`config.mk`:
```
export PLATFORM = sky130hd
export DESIGN_NAME = uart_rx
export DESIGN_NICKNAME = d
export VERILOG_FILES = /design/src/rtl/uart_pkg.sv /design/src/rtl/uart_rx_sync.sv /design/src/rtl/uart_rx.sv
export SDC_FILE = /design/constraint.sdc
export NUM_CORES = 1
export LEC_CHECK = 0
export ABC_AREA = 1
export BUFFER_PORTS_ARGS = -buffer_cell sky130_fd_sc_hd__buf_4
export CORE_UTILIZATION = 53
export CTS_BUF_LIST = sky130_fd_sc_hd__clkbuf_4 sky130_fd_sc_hd__clkbuf_8 sky130_fd_sc_hd__clkbuf_16
export DETAILED_ROUTE_END_ITERATION = 12
export PLACE_DENSITY = 0.71
export SKIP_LAST_GASP = 1
export SLEW_MARGIN = 30
export SYNTH_ARGS = -nofsm -noshare
export SYNTH_HDL_FRONTEND = slang
export SYNTH_SLANG_ARGS = --single-unit
```
`constraint.sdc`:
```
create_clock -name clk -period 1.5 [get_ports clk]
set_input_delay 0.075 -clock clk [delete_from_list [all_inputs] [get_ports clk]]
set_output_delay 0.075 -clock clk [all_outputs]
set_load 0.005 [all_outputs]
```
`src/rtl/uart_pkg.sv`:
```
`default_nettype none
// ============================================================================
//  Module      : uart_pkg
//  Description : Shared definitions for the UART receiver: default frame
//                timing and width, and the receiver FSM state encoding.
//                The PARITY state exists only when UART_RX_PARITY_EN is
//                defined.
//  Revision    : 1.0 - initial release
// ============================================================================
package uart_pkg;

    // 25 MHz system clock / 9600 baud
    localparam int c_CLKS_PER_BIT = 2604;
    localparam int c_DATA_BITS    = 8;

    typedef enum logic [2:0] {
        S_IDLE   = 3'd0,
        S_START  = 3'd1,
        S_DATA   = 3'd2,
`ifdef UART_RX_PARITY_EN
        S_PARITY = 3'd3,
`endif
        S_STOP   = 3'd4,
        S_BREAK  = 3'd5
    } rx_state_t;

endpackage
`default_nettype wire

```
`src/rtl/uart_rx_sync.sv`:
```
`default_nettype none
// ============================================================================
//  Module      : uart_rx_sync
//  Description : Two-flop synchronizer for the asynchronous serial line plus
//                a falling-edge detector on the synchronized value.
//  Ports       : clk       - system clock (rising edge)
//                rstn      - synchronous active-low reset; all flops go to 1
//                i_rx_in   - raw asynchronous serial line (idle high)
//                o_line    - synchronized line level
//                o_fall    - one-cycle pulse: synchronized line went 1 -> 0
//  Revision    : 1.0 - initial release
// ============================================================================
module uart_rx_sync
    import uart_pkg::*;
(
    input  logic clk,
    input  logic rstn,
    input  logic i_rx_in,
    output logic o_line,
    output logic o_fall
);

    logic r_meta;
    logic r_line;
    logic r_line_d;

    // Resetting to 1 (idle level) keeps a reset release from looking like
    // a start edge.
    always_ff @(posedge clk) begin
        if (!rstn) begin
            r_meta   <= 1'b1;
            r_line   <= 1'b1;
            r_line_d <= 1'b1;
        end else begin
            r_meta   <= i_rx_in;
            r_line   <= r_meta;
            r_line_d <= r_line;
        end
    end

    assign o_line = r_line;
    assign o_fall = r_line_d & ~r_line;

endmodule
`default_nettype wire

```
`src/rtl/uart_rx.sv`:
```
`default_nettype none
// ============================================================================
//  Module      : uart_rx
//  Description : UART receiver, LSB first, 1 start bit, DATA_BITS data bits,
//                optional even parity bit, 1 stop bit. Bits are sampled at
//                their centre; the FSM returns to IDLE mid-stop-bit so a
//                back-to-back frame is not lost.
//  Config      : UART_RX_PARITY_EN - when defined, a PARITY state follows
//                DATA (even parity); when undefined o_parity_err is tied 0.
//  Ports       : clk          - system clock (rising edge)
//                rstn         - synchronous active-low reset
//                i_rx_in      - asynchronous serial line, idle high
//                o_rx_data    - last correctly received word
//                o_rx_valid   - strobe: o_rx_data updated this cycle
//                o_frame_err  - strobe: stop bit sampled low
//                o_parity_err - strobe: parity mismatch
//                o_busy       - high whenever the FSM is not IDLE
//  Revision    : 1.0 - initial release
// ============================================================================
module uart_rx
    import uart_pkg::*;
#(
    parameter int CLKS_PER_BIT = c_CLKS_PER_BIT,
    parameter int DATA_BITS    = c_DATA_BITS
) (
    input  logic                 clk,
    input  logic                 rstn,
    input  logic                 i_rx_in,
    output logic [DATA_BITS-1:0] o_rx_data,
    output logic                 o_rx_valid,
    output logic                 o_frame_err,
    output logic                 o_parity_err,
    output logic                 o_busy
);

    localparam int c_CNT_W = $clog2(CLKS_PER_BIT);
    localparam int c_BIT_W = $clog2(DATA_BITS + 1);
    localparam logic [c_CNT_W-1:0] c_CNT_LAST = c_CNT_W'(CLKS_PER_BIT - 1);
    localparam logic [c_CNT_W-1:0] c_CNT_HALF = c_CNT_W'(CLKS_PER_BIT / 2 - 1);
    localparam logic [c_BIT_W-1:0] c_BIT_LAST = c_BIT_W'(DATA_BITS - 1);

    logic w_line;
    logic w_fall;

    uart_rx_sync u_sync (
        .clk     (clk),
        .rstn    (rstn),
        .i_rx_in (i_rx_in),
        .o_line  (w_line),
        .o_fall  (w_fall)
    );

    rx_state_t              r_state,     w_state_nxt;
    logic [c_CNT_W-1:0]     r_cnt,       w_cnt_nxt;
    logic [c_BIT_W-1:0]     r_bit_cnt,   w_bit_cnt_nxt;
    logic [DATA_BITS-1:0]   r_shift,     w_shift_nxt;
    logic [DATA_BITS-1:0]   r_rx_data,   w_rx_data_nxt;
    logic                   r_rx_valid,  w_rx_valid_nxt;
    logic                   r_frame_err, w_frame_err_nxt;
`ifdef UART_RX_PARITY_EN
    logic                   r_parity_err, w_parity_err_nxt;
    // Remembers a parity failure so the stop bit can suppress o_rx_valid.
    logic                   r_par_bad,    w_par_bad_nxt;
`endif

    always_ff @(posedge clk) begin
        if (!rstn) begin
            r_state      <= S_IDLE;
            r_cnt        <= '0;
            r_bit_cnt    <= '0;
            r_shift      <= '0;
            r_rx_data    <= '0;
            r_rx_valid   <= 1'b0;
            r_frame_err  <= 1'b0;
`ifdef UART_RX_PARITY_EN
            r_parity_err <= 1'b0;
            r_par_bad    <= 1'b0;
`endif
        end else begin
            r_state      <= w_state_nxt;
            r_cnt        <= w_cnt_nxt;
            r_bit_cnt    <= w_bit_cnt_nxt;
            r_shift      <= w_shift_nxt;
            r_rx_data    <= w_rx_data_nxt;
            r_rx_valid   <= w_rx_valid_nxt;
            r_frame_err  <= w_frame_err_nxt;
`ifdef UART_RX_PARITY_EN
            r_parity_err <= w_parity_err_nxt;
            r_par_bad    <= w_par_bad_nxt;
`endif
        end
    end

    // The count defaults to 0, so it is cleared on every state change and at
    // every sample point; it only increments while waiting for a sample.
    always_comb begin
        w_state_nxt      = r_state;
        w_cnt_nxt        = '0;
        w_bit_cnt_nxt    = r_bit_cnt;
        w_shift_nxt      = r_shift;
        w_rx_data_nxt    = r_rx_data;
        w_rx_valid_nxt   = 1'b0;
        w_frame_err_nxt  = 1'b0;
`ifdef UART_RX_PARITY_EN
        w_parity_err_nxt = 1'b0;
        w_par_bad_nxt    = r_par_bad;
`endif
        unique case (r_state)
            S_IDLE: begin
                if (w_fall) begin
                    w_state_nxt   = S_START;
                    w_bit_cnt_nxt = '0;
`ifdef UART_RX_PARITY_EN
                    w_par_bad_nxt = 1'b0;
`endif
                end
            end
            S_START: begin
                // Mid-start-bit check rejects glitches shorter than half a bit.
                if (r_cnt == c_CNT_HALF) begin
                    w_state_nxt = w_line ? S_IDLE : S_DATA;
                end else begin
                    w_cnt_nxt = r_cnt + 1'b1;
                end
            end
            S_DATA: begin
                if (r_cnt == c_CNT_LAST) begin
                    w_shift_nxt   = {w_line, r_shift[DATA_BITS-1:1]};
                    w_bit_cnt_nxt = r_bit_cnt + 1'b1;
                    if (r_bit_cnt == c_BIT_LAST) begin
`ifdef UART_RX_PARITY_EN
                        w_state_nxt = S_PARITY;
`else
                        w_state_nxt = S_STOP;
`endif
                    end
                end else begin
                    w_cnt_nxt = r_cnt + 1'b1;
                end
            end
`ifdef UART_RX_PARITY_EN
            S_PARITY: begin
                if (r_cnt == c_CNT_LAST) begin
                    // Even parity: data bits plus parity bit XOR to 0.
                    if ((^r_shift) != w_line) begin
                        w_parity_err_nxt = 1'b1;
                        w_par_bad_nxt    = 1'b1;
                    end
                    w_state_nxt = S_STOP;
                end else begin
                    w_cnt_nxt = r_cnt + 1'b1;
                end
            end
`endif
            S_STOP: begin
                if (r_cnt == c_CNT_LAST) begin
                    if (w_line) begin
`ifdef UART_RX_PARITY_EN
                        if (!r_par_bad) begin
                            w_rx_valid_nxt = 1'b1;
                            w_rx_data_nxt  = r_shift;
                        end
`else
                        w_rx_valid_nxt = 1'b1;
                        w_rx_data_nxt  = r_shift;
`endif
                        w_state_nxt = S_IDLE;
                    end else begin
                        w_frame_err_nxt = 1'b1;
                        w_state_nxt     = S_BREAK;
                    end
                end else begin
                    w_cnt_nxt = r_cnt + 1'b1;
                end
            end
            S_BREAK: begin
                if (w_line) begin
                    w_state_nxt = S_IDLE;
                end
            end
            default: begin
                w_state_nxt = S_IDLE;
            end
        endcase
    end

    assign o_rx_data   = r_rx_data;
    assign o_rx_valid  = r_rx_valid;
    assign o_frame_err = r_frame_err;
    assign o_busy      = (r_state != S_IDLE);
`ifdef UART_RX_PARITY_EN
    assign o_parity_err = r_parity_err;
`else
    assign o_parity_err = 1'b0;
`endif

endmodule
`default_nettype wire

```
# After elaboration in Yosys (flattened, before gate mapping)
# Index checks and enable logic that the tools add are counted.
dict set report totals {
  wordCells 53
  input_bits 3
  out_inout_bits 12
  ff_bits 40
}
dict set report op_classes {
  n_eq_ne 13
  bitwise_logic 2
  muxes 17
  reduce_logical 9
  add_sub_neg 2
}
# cell count
set ops {}
lappend ops {{two-way mux 12 bit} 2}
lappend ops {{one-hot mux 12 bit (2 select lines)} 1}
lappend ops {{two-way mux 3 bit} 7}
lappend ops {{one-hot mux 3 bit (5 select lines)} 1}
lappend ops {{adder 12 x 1 -> 12 bit, second input constant} 1}
lappend ops {{== test 12 x 11 -> 1 bit, second input constant} 1}
lappend ops {{== test 12 bit, second input constant} 1}
lappend ops {{AND reduction 3 bit} 3}
lappend ops {{two-way mux 4 bit} 2}
lappend ops {{!= test 2 bit, second input constant} 4}
lappend ops {{one-hot mux 4 bit (2 select lines)} 1}
lappend ops {{== test 3 bit, second input constant} 2}
lappend ops {{AND reduction 6 bit} 1}
lappend ops {{adder 4 x 1 -> 4 bit, second input constant} 1}
lappend ops {{== test 4 x 3 -> 1 bit, second input constant} 1}
lappend ops {{!= test 2 x 1 -> 1 bit, second input constant} 2}
lappend ops {{== test 3 x 1 -> 1 bit, second input constant} 1}
lappend ops {{== test 3 x 2 -> 1 bit, second input constant} 1}
lappend ops {{logical NOT 3 bit} 1}
lappend ops {{nonzero test 3 bit} 1}
lappend ops {{two-way mux 1 bit} 2}
lappend ops {{two-way mux 2 bit} 1}
lappend ops {{AND reduction 2 bit} 1}
lappend ops {{nonzero test 2 bit} 1}
lappend ops {{other kinds (3)} 3}

# Depth between registers and ports, before layout
# Gate-level depths: netlist (run 1).
dict set report logic_depth {
  ltp_word 4
  ltp_mapped 10
  depth_no_buf 10
}

# Modules after synthesis
# From an unflattened synthesis (run 1), not the netlist that was laid out.
dict set report unflattened {
  hier_cells 252
  area_unflattened_um2 1909.3
}
# mod seq_area_each_um2 cells_each instances area_each_um2
set by_module_without_submodules {}
lappend by_module_without_submodules {uart_rx 740.7 241 1 1819.2}
lappend by_module_without_submodules {uart_rx_sync 60.1 11 1 90.1}

# Worst setup path before layout (run 1)
# No wires, ideal clock.
dict set report synth_timing {
  kind {register to register}
  startpoint {register r_cnt[0]}
  endpoint {register r_rx_data[0] (netlist: o_rx_data[0])}
  arrival_ns 1.303
  synth_period_minus_slack_ns 1.416
  setup_ns 0.113
  path_stages_with_launch 10
  path_buffers 1
  path_slack_ns 0.084
  t_required_ns 1.387
  path_cell_list {dfxtp_1 ha_1 nand2_1 nor2_1 nand3_1 buf_2 nor2_4 nand2_2 nor2_1 nor2_1}
}
dict set report synth_via {
  elab_chain_len 2
}
# item line
set synth_rtl {}
lappend synth_rtl {{from (decl)} uart_rx.sv:54} ;# logic [c_CNT_W-1:0] r_cnt, w_cnt_nxt;
lappend synth_rtl {{from (signal assigned)} uart_rx.sv:81} ;# r_cnt <= w_cnt_nxt;
lappend synth_rtl {{== test 12 bit} uart_rx.sv:156} ;# if (r_cnt == c_CNT_LAST) begin
lappend synth_rtl {{AND reduction 3 bit (no source line)} --}
lappend synth_rtl {{to (signal assigned)} uart_rx.sv:84} ;# r_rx_data <= w_rx_data_nxt;
lappend synth_rtl {{to (decl)} uart_rx.sv:57} ;# logic [DATA_BITS-1:0] r_rx_data, w_rx_data_nxt;
# Every way passes these cells.
# A chain may end at the register's enable or synchronous reset.

# Worst setup path after layout (run 1)
dict set report layout_timing {
  startpoint {register r_cnt[1]}
  endpoint {register r_cnt[7]}
}
dict set report layout_via {
  elab_chain_len 3
  elab_cells_between_ends 6
  cone_classes {add/sub (1); eq/ne (2); mux (3)}
}
# item line
set layout_rtl {}
lappend layout_rtl {{adder 12 x 1 -> 12 bit, or another cell as far along} {uart_rx.sv:123, uart_rx.sv:138, uart_rx.sv:173}}
lappend layout_rtl {{two-way mux 12 bit (on tied branches)} {uart_rx.sv:127, uart_rx.sv:156, uart_rx.sv:120}}
lappend layout_rtl {{one-hot mux 12 bit (2 select lines) (*)} uart_rx.sv:108} ;# unique case (r_state)
# Every way passes the cells marked *; elsewhere a longest branch is shown, timed or not.

==> impl_metrics.yaml, run 1 <==
synth:
  yosysWarnings: 0
  yosysUniqueCellTypes: 24
  synth_flop_cell: "dfxtp_1"
  synth_area_sq_um: 1880
  synth_edf_count: 0
  netlist_instances: 266
  synth-seq-cells: 40
  postSynth.asyncResetShare_pct: 0
  yosysMostFrequentCell: "nand2_1"
  synth_area_leaders: "dfxtp_1, nand2_1, nor2_1"
  yosysTopAreaCell: "dfxtp_1"
  synth_common_cells: "nand2_1, nor2_1, dfxtp_1, inv_1, nand3_1"
  synth_top_area_share_pct: 42.6
  yosysSeqAreaShare_pct: 42.6
  avgSynthCellArea_sq_um: 7.06
  synth_nets: 272
grt:
  antenna_found_initial: 0
  overflow: 0
  grt_max_degree: 23
  grt_pass1_wl_um: 5750
  grt_usage_pct: 20.8
  grt_pass1_vias: 1307
critical_path:
  regToRegSetupSlack_ns: 0.02
  path_max_fanout: 6
  crit_arrival_ns: 1.73
  critPathKind: "flip-flop to flip-flop"
  crit_required_ns: 1.75
  end_kind: "flip-flop"
  cp-start-kind: "flip-flop"
cts:
  cts_tree: "yes"
  cts_root_buf: "clkbuf_4"
  cts_buffers: 5
  clkTransAtPathRegs_ns: 0.12
  cts_max_path_buffers: 2
  cts.sinks: 40
  clk_latency_ns: 0.35
  cts_htree_levels: 2
route:
  drt_first_pass_iters: 4
  wl_per_cell_um: 11.3
  antenna_left: 0
  routed-via-count: 1640
  drcViolationCount: 0
  via_per_inst: 4.81
  drt_iter0_drc: 84
  finalWirelength_um: 3860
placement:
  dp_hpwl_um: 2440
  port_buffers: 13
  place_congestion: 0.823
  post-place-ws_ns: -0.0545
die:
  rows: 21
  die-area_sq_um: 3790
  die_h_um: 61.5
  floorplan.initialDensity_pct: 55.8
  core_area_sq_um: 3360
  dieWidth_um: 61.5
  ios: 15
cells_and_area:
  area_growth_pct: 24.0
  final_util_pct: 69.2
  drive_gt1_share_pct: 27.5
  seqCellArea_sq_um: 812
  fillCellCount: 285
  multi_input_area_sq_um: 1030
  final_nets: 300
  diodes: 0
power:
  internal-power_mw: 1.84
  p_sw_share_pct: 37.8
  p_sw_mw: 1.12
  ir_worst_vdd_mv: 0.738
  p_clk_share_pct: 20.5
  power.leakage_nw: 1.02
  total_power_mw: 2.96
  pwr-share-seq_pct: 40.5
  p_comb_share_pct: 39.0
  power_density_nw_per_um2: 1270
timing:
  setup_viol: 0
  finClkSkew_ns: 0.0137
  grt_setup_unrepaired: "true"
  hold_viol: 0
  max_freq_ghz: 0.676
  timing.final.crit_share_pct: 98.6
  drv_slew: 0
  setup_ws_ns: 0.0217
  period_minus_slack_ns: 1.48
run:
  drv_cap: 0
hold_path:
  hp-class: "input pin to flip-flop"
run_status:
  outcome: "finished, final reports clean"
-- placed cells by master (no fill, tap or decap), types with 2 or more instances in the layout --
master,n
xor2_1,8
nand3_1,11
nor2_1,41
nand2_2,3
dfxtp_1,35
clkbuf_4,6
a21oi_1,4
nand4_1,5
ha_4,2
nand2_4,4
xnor2_1,2
nor3_1,9
inv_2,4
nand3_2,4
dfxtp_2,3
or2_2,2
nand2_1,54
nor2_2,17
nor2_4,3
o21ai_0,11
buf_4,23
dfxtp_4,2
inv_1,30
-- metrics by stage --
step	TNS (ns)	instances	hold WS [ns]	instance area (sq um)
after detailed placement	-0.264	326	0.271	2060
after CTS	0	335	0.0398	2150
after floorplan	0	266	0.182	1880
final	0	341	0.0473	2330
after global placement	0	326	0.263	2060
after global routing	-0.861	341	0.0466	2330
-- worst max-delay path: stages (launching register included) --
cell and delay (ns):
dfxtp_4 0.38, inv_2 0.06, ha_4 0.12, nand2_1 0.07, nor2_2 0.15, nand3_2 0.11
nand2_4 0.09, nand2_2 0.06, o211ai_4 0.11, clkbuf_16 0.20, nor2_2 0.03
-- flip-flops by register name, indices dropped and copies added (netlist names) --
signal / flops
r_cnt: 12
r_state: 3
o_frame_err: 1
r_bit_cnt: 4
u_sync.o_line: 1
o_rx_data: 8
u_sync.r_meta: 1
u_sync.r_line_d: 1
r_shift: 8
o_rx_valid: 1
-- layer usage --
layer,up-vias,share of wire [%],global-route usage [%],wire length (um)
met5,-,0,0,0
met4,0,1.2,6.67,48
met2,27,43,28.6,1670
li1,874,-,-,-
met1,734,52,30.7,2020
met3,5,3.3,6.30,126
-- cell families after synthesis --
family / Yosys count / synth area share (%)
and+or+nand+nor: 155 / 36.8
xor gates and xnor gates: 10 / 4.66
adders and majority gates: 3 / 2.00
other: 1 / 0.200
buffers and inverters: 40 / 8.73
DFF: 40 / 42.6
AOI/OAI and AO/OA: 17 / 4.93
-- timing repair --
action / 4_1_cts / 5_1_grt
hold buffers: 1 / 0
gates cloned: 0 / 1
setup endpoints to repair: 10 / 33
setup buffers: 0 / 5
resized for setup: 4 / 33
hold endpoints to repair: 1 / 0
pin swaps: 0 / 10
-- layout make-up --
| cell class | count | share of cell area (%) |
|---|---|---|
| clock buffer | 7 | 2.53 |
| sequential | 40 | 34.9 |
| clock inverter | 1 | 0.322 |
| inverter | 34 | 5.48 |
| multi-input combinational | 186 | 44.1 |
| tap | 46 | 2.47 |
| timing repair buffer | 27 | 10.3 |
-- path summary, 6_finish.rpt --
path,start,end,depth (start not counted)
setup / recovery,r_cnt[1],r_cnt[7],10
hold / removal,rstn,u_sync.r_line_d,2
setup reg to reg,r_cnt[1],r_cnt[7],10
hold reg to reg,u_sync.r_meta,u_sync.o_line,1
-- power by group through the flow --
stage               clock network [mW]  registers, mW  logic [mW]
floorplan                            0           1.18       0.668
global placement                     0           1.18       0.860
detailed placement                   0           1.19       0.859
CTS                              0.609           1.17       0.869
global route                     0.655           1.20        1.28
finish                           0.608           1.20        1.15
Note: power is estimated with default switching activity, not from simulation.
==> run 2, diff against run 1 <==
- CTS_BUF_LIST: sky130_fd_sc_hd__clkbuf_4 sky130_fd_sc_hd__clkbuf_8 sky130_fd_sc_hd__clkbuf_16 -> not set
==> run 2 against run 1 <==
Compared with the run above: combinational power hardly changed; total power is 0.50% lower; die area stayed put; non-clock buffer count stayed put; flip-flop and latch count stayed put; largest power group unchanged; clock-buffer cell count stayed put; worst hold slack better by 0.0048 ns; utilization is 0.11 points lower; sequential share of layout area is 0.056 points higher; first-iteration DRC count is 15% higher; cell count stayed put; cell area is 0.16% lower.
==> impl_metrics.yaml, run 2 (synthesized netlist as in run 1, its figures left out) <==
critical_path:
  cp_slowest_cell: "dfxtp_4"
  crit_arrival_ns: 1.73
  critPathKind: "flip-flop to flip-flop"
  end_kind: "flip-flop"
  cp-startpoint: "r_cnt[1]"
  crit_required_ns: 1.76
  r2r_start: "r_cnt[1]"
  crit_path_frequent_cell: "nor2_2"
  reg2reg_to: "r_cnt[7]"
  path_max_fanout: 6
  critical-path-max-stage-delay_ns: 0.38
  rr_worst_depth: 10
  cp-start-kind: "flip-flop"
  regToRegSetupSlack_ns: 0.02
  path_cells: "inv_2, ha_4, nand2_1, nor2_2, nand3_2, nand2_4, nand2_2, o211ai_4, clkbuf_16, nor2_2"
  crit_path_end: "r_cnt[7]"
route:
  via_per_inst: 4.81
  routed-via-count: 1641
  antenna_left: 0
  drt_first_pass_iters: 4
  drcViolationCount: 0
  wl_per_cell_um: 11.4
  drt_iter0_drc: 97
  finalWirelength_um: 3880
cells_and_area:
  drive_gt1_share_pct: 27.1
  top_register: "r_cnt"
  area_growth_pct: 23.8
  instances_no_fill: 341
  diodes: 0
  final_nets: 300
  layout_common_cells: "nand2_1, nor2_1, dfxtp_1"
  final_common_cell: "nand2_1"
  largest_reg_flops: 12
power:
  ir_worst_vdd_mv: 0.738
  power_density_nw_per_um2: 1270
  power.leakage_nw: 1.01
hold_path:
  hp-class: "input pin to flip-flop"
  min_from: "rstn"
grt:
  overflow: 0
  grt_max_degree: 23
  grt_pass1_vias: 1305
  antenna_found_initial: 0
  grt_usage_pct: 20.8
  grt_pass1_wl_um: 5750
timing:
  hold_viol: 0
  period_minus_slack_ns: 1.48
  totalNegativeSetupSlack_ns: 0
  setup_viol: 0
  setup_ws_ns: 0.0217
  max_freq_ghz: 0.676
  finClkSkew_ns: 0.0137
  grt_setup_unrepaired: "true"
  timing.final.crit_share_pct: 98.6
  drv_slew: 0
die:
  floorplan.initialDensity_pct: 55.8
  dieWidth_um: 61.5
  die-area_sq_um: 3790
  ios: 15
  die_h_um: 61.5
  rows: 21
  core_area_sq_um: 3360
cts:
  clk_latency_ns: 0.36
  cts.sinks: 40
  cts_tree: "yes"
  clkTransAtPathRegs_ns: 0.12
  cts_max_path_buffers: 2
  cts_htree_levels: 2
  cts_buffers: 5
  cts_root_buf: "clkbuf_4"
run:
  drv_cap: 0
placement:
  dp_cells: 326
  post-place-ws_ns: -0.0545
  dp_hpwl_um: 2440
  port_buffers: 13
  place_congestion: 0.823
run_status:
  outcome: "finished, final reports clean"
run 2: report_power, final:
part,switching [mW],leakage [nW],internal [mW]
clock,0.363,0.0315,0.230
combinational,0.678,0.656,0.477
sequential,0.0820,0.326,1.12
total,1.12,1.01,1.82
run 2: layout make-up:
type | instances | area [sq um]
well taps | 46 | 57.6
multi-input cells | 186 | 1030
fillers | 284 | 1040
flip-flops and latches | 40 | 812
inverters | 34 | 128
clock inverters | 1 | 7.51
clock buffers | 7 | 55.1
repair buffers | 27 | 239
run 2: how the worst min path moves through the flow:
stage	to	cells after the start
6_report	u_sync.r_line_d	2
5_1_grt	u_sync.r_line_d	2
2_1_floorplan	u_sync.r_meta	1
4_1_cts	u_sync.r_line_d	2
3_5_place_dp	u_sync.r_meta	2
3_3_place_gp	u_sync.r_meta	2
run 2: repair_timing:
item	4_1_cts	5_1_grt
setup buffers	0	5
setup endpoints to repair	10	33
endpoints found under the hold margin	1	0
pin swaps	0	10
gates cloned	0	1
hold buffers	1	0
resized for setup	4	33
run 2: metal layers:
metal / global-route usage [%] / vias to the layer above / wire (um)
li1: - / 874 / -
met1: 30.6 / 732 / 2010
met2: 28.6 / 29 / 1650
met3: 6.30 / 6 / 157
met4: 7.62 / 0 / 55
met5: 0 / - / 0
run 2: critical path: cells and delay by family, from the launching register on:
family / cells / cell delay, ns
adders and majority gates: 1 / 0.12
buffers and inverters: 2 / 0.26
and+or+nand+nor: 6 / 0.51
DFF: 1 / 0.38
AOI/OAI and AO/OA: 1 / 0.11
run 2: stage by stage:
step	hold WS [ns]	power [mW]	util (%)	cell area, sq um
after floorplan	0.182	1.85	-	1880
after global placement	0.263	2.04	61.3	2060
after detailed placement	0.271	2.05	61.3	2060
after CTS	0.0319	2.63	63.8	2140
after global routing	0.0409	3.13	69.1	2320
final	0.0522	2.95	69.1	2320
==> run 3, diff against run 2 <==
- CORE_UTILIZATION: 53 -> 40
- PLACE_DENSITY: 0.71 -> 0.64
- SKIP_LAST_GASP: 1 -> not set
==> run 3 against run 2 <==
Compared with the run above: utilization is 15 points lower; critical path depth is 1 lower; clock skew is 0.0064 ns lower; fmax is 2.1% higher; combinational power hardly changed; critical endpoint is now o_rx_data[5]; die area is 31% higher; via count is 0.49% lower; non-clock buffer count is 2 higher; largest power group is now combinational logic; sequential power hardly changed; routed wire length is 0.18% lower; worst setup slack better by 0.030 ns.
==> impl_metrics.yaml, run 3 (synthesized netlist as in run 1, its figures left out) <==
placement:
  dp_cells: 339
  post-place-ws_ns: -0.0249
  placed_cell_area_sq_um: 2110
  dp_hpwl_um: 2620
  port_buffers: 13
  place_congestion: 0.926
die:
  rows: 24
  die_h_um: 70.5
  die-area_sq_um: 4970
  core_area_sq_um: 4440
  dieWidth_um: 70.5
  ios: 15
  floorplan.initialDensity_pct: 42.3
critical_path:
  rr_worst_depth: 9
  path_cells: "ha_4, nand2_1, nor2_2, nand3_2, buf_6, nor2_4, nand2_4, nor2_1, nor2_1"
  critical-path-top-delay-family: "simple AND/OR/NAND/NOR gates"
  path_max_fanout: 9
  crit_required_ns: 1.70
  path_buf_inv: 1
  critPathKind: "flip-flop to flip-flop"
  cp-start-kind: "flip-flop"
  end_kind: "flip-flop"
  cp_slowest_cell: "dfxtp_2"
  crit_path_frequent_cell: "nor2_1"
  crit_arrival_ns: 1.65
  worstSetupPathDepth: 9
  critical-path-max-stage-delay_ns: 0.36
power:
  pwr-share-seq_pct: 37.6
  ir_worst_vdd_mv: 0.494
  power.leakage_nw: 1.05
  total_power_mw: 3.11
  p_sw_mw: 1.12
  p_clk_share_pct: 24.2
  p_sw_share_pct: 36.0
  power_density_nw_per_um2: 1300
  p_comb_share_pct: 38.2
  internal-power_mw: 1.99
cells_and_area:
  top_register: "r_cnt"
  drive_gt1_share_pct: 29.6
  instances_no_fill: 349
  area_growth_pct: 27.0
  final_util_pct: 53.7
  final_common_cell: "nand2_1"
  final_nets: 302
  diodes: 0
  layout_common_cells: "nand2_1, nor2_1, dfxtp_1"
  design_area_sq_um: 2390
  largest_reg_flops: 12
route:
  antenna_left: 0
  routed-via-count: 1633
  dr_wl_met3_um: 121
  wl_met1_um: 1830
  via_per_inst: 4.68
  drcViolationCount: 0
  wl_per_cell_um: 11.1
  drt_first_pass_iters: 4
  met2_wirelength_um: 1830
  drt_iter0_drc: 42
  routed.top_layer: "met4"
  finalWirelength_um: 3870
cts:
  clk_latency_ns: 0.30
  cts_tree: "yes"
  cts_root_buf: "clkbuf_8"
  cts_buffers: 5
  cts_htree_levels: 2
  clkTransAtPathRegs_ns: 0.08
  cts.sinks: 40
  cts_max_path_buffers: 2
timing:
  timing.final.crit_share_pct: 96.6
  hold_viol: 0
  finClkSkew_ns: 0.00723
  max_freq_ghz: 0.690
  holdWs_ns: 0.108
  grt_setup_unrepaired: "true"
  totalNegativeSetupSlack_ns: 0
  setup_viol: 0
  setup_ws_ns: 0.0516
  period_minus_slack_ns: 1.45
  drv_slew: 0
hold_path:
  hp-class: "input pin to flip-flop"
  hold_path_depth: 2
grt:
  grt_usage_pct: 16.6
  antenna_found_initial: 0
  grt_max_degree: 23
  overflow: 0
  grt_pass1_wl_um: 6490
  grt_pass1_vias: 1524
run:
  drv_cap: 0
run_status:
  outcome: "finished, final reports clean"
[run 3: changes by cell type in the layout (fill, tap and decap cells not counted), moves of 2 or more]
cell,change
buf_6,+5
clkbuf_8,+5
nand2_2,+3
nor2_1,-2
nor2_2,+3
clkbuf_4,-5
dfxtp_2,+2
buf_4,-2
dfxtp_4,-2
nand2_4,-2
[run 3: path summary, 6_finish.rpt]
| check | startpoint | endpoint | slack, ns |
|---|---|---|---|
| max | r_cnt[0] | o_rx_data[5] | 0.05 |
| min | rstn | u_sync.r_line_d | 0.11 |
| max reg2reg | r_cnt[0] | o_rx_data[5] | 0.05 |
| min reg2reg | u_sync.r_meta | u_sync.o_line | 0.42 |
[run 3: cell type report]
type | instances | area, sq um
inverter | 34 | 130
fill | 423 | 2060
tap | 52 | 65.1
multi-input combinational | 186 | 1030
sequential | 40 | 807
clock inverter | 2 | 15.0
clock buffer | 6 | 82.6
timing repair buffer | 29 | 255
[run 3: repair_timing]
action,4_1_cts,5_1_grt
pin swaps,0,10
hold buffers,1,0
buffers inserted,0,1
setup endpoints to repair,8,35
resized for setup,2,43
hold endpoints to repair,1,0
[run 3: routing by layer]
layer	GRT usage (%)	vias to the layer above
li1	-	877
met1	21.4	727
met2	25.8	21
met3	4.76	8
met4	7.71	0
met5	0	-
[run 3: power by group through the flow]
stage / logic [mW] / clock network, mW / registers (mW)
after global routing: 1.34 / 0.832 / 1.18
after CTS: 0.913 / 0.780 / 1.16
after floorplan: 0.668 / 0 / 1.18
after global placement: 0.911 / 0 / 1.18
after detailed placement: 0.905 / 0 / 1.18
final: 1.19 / 0.753 / 1.17
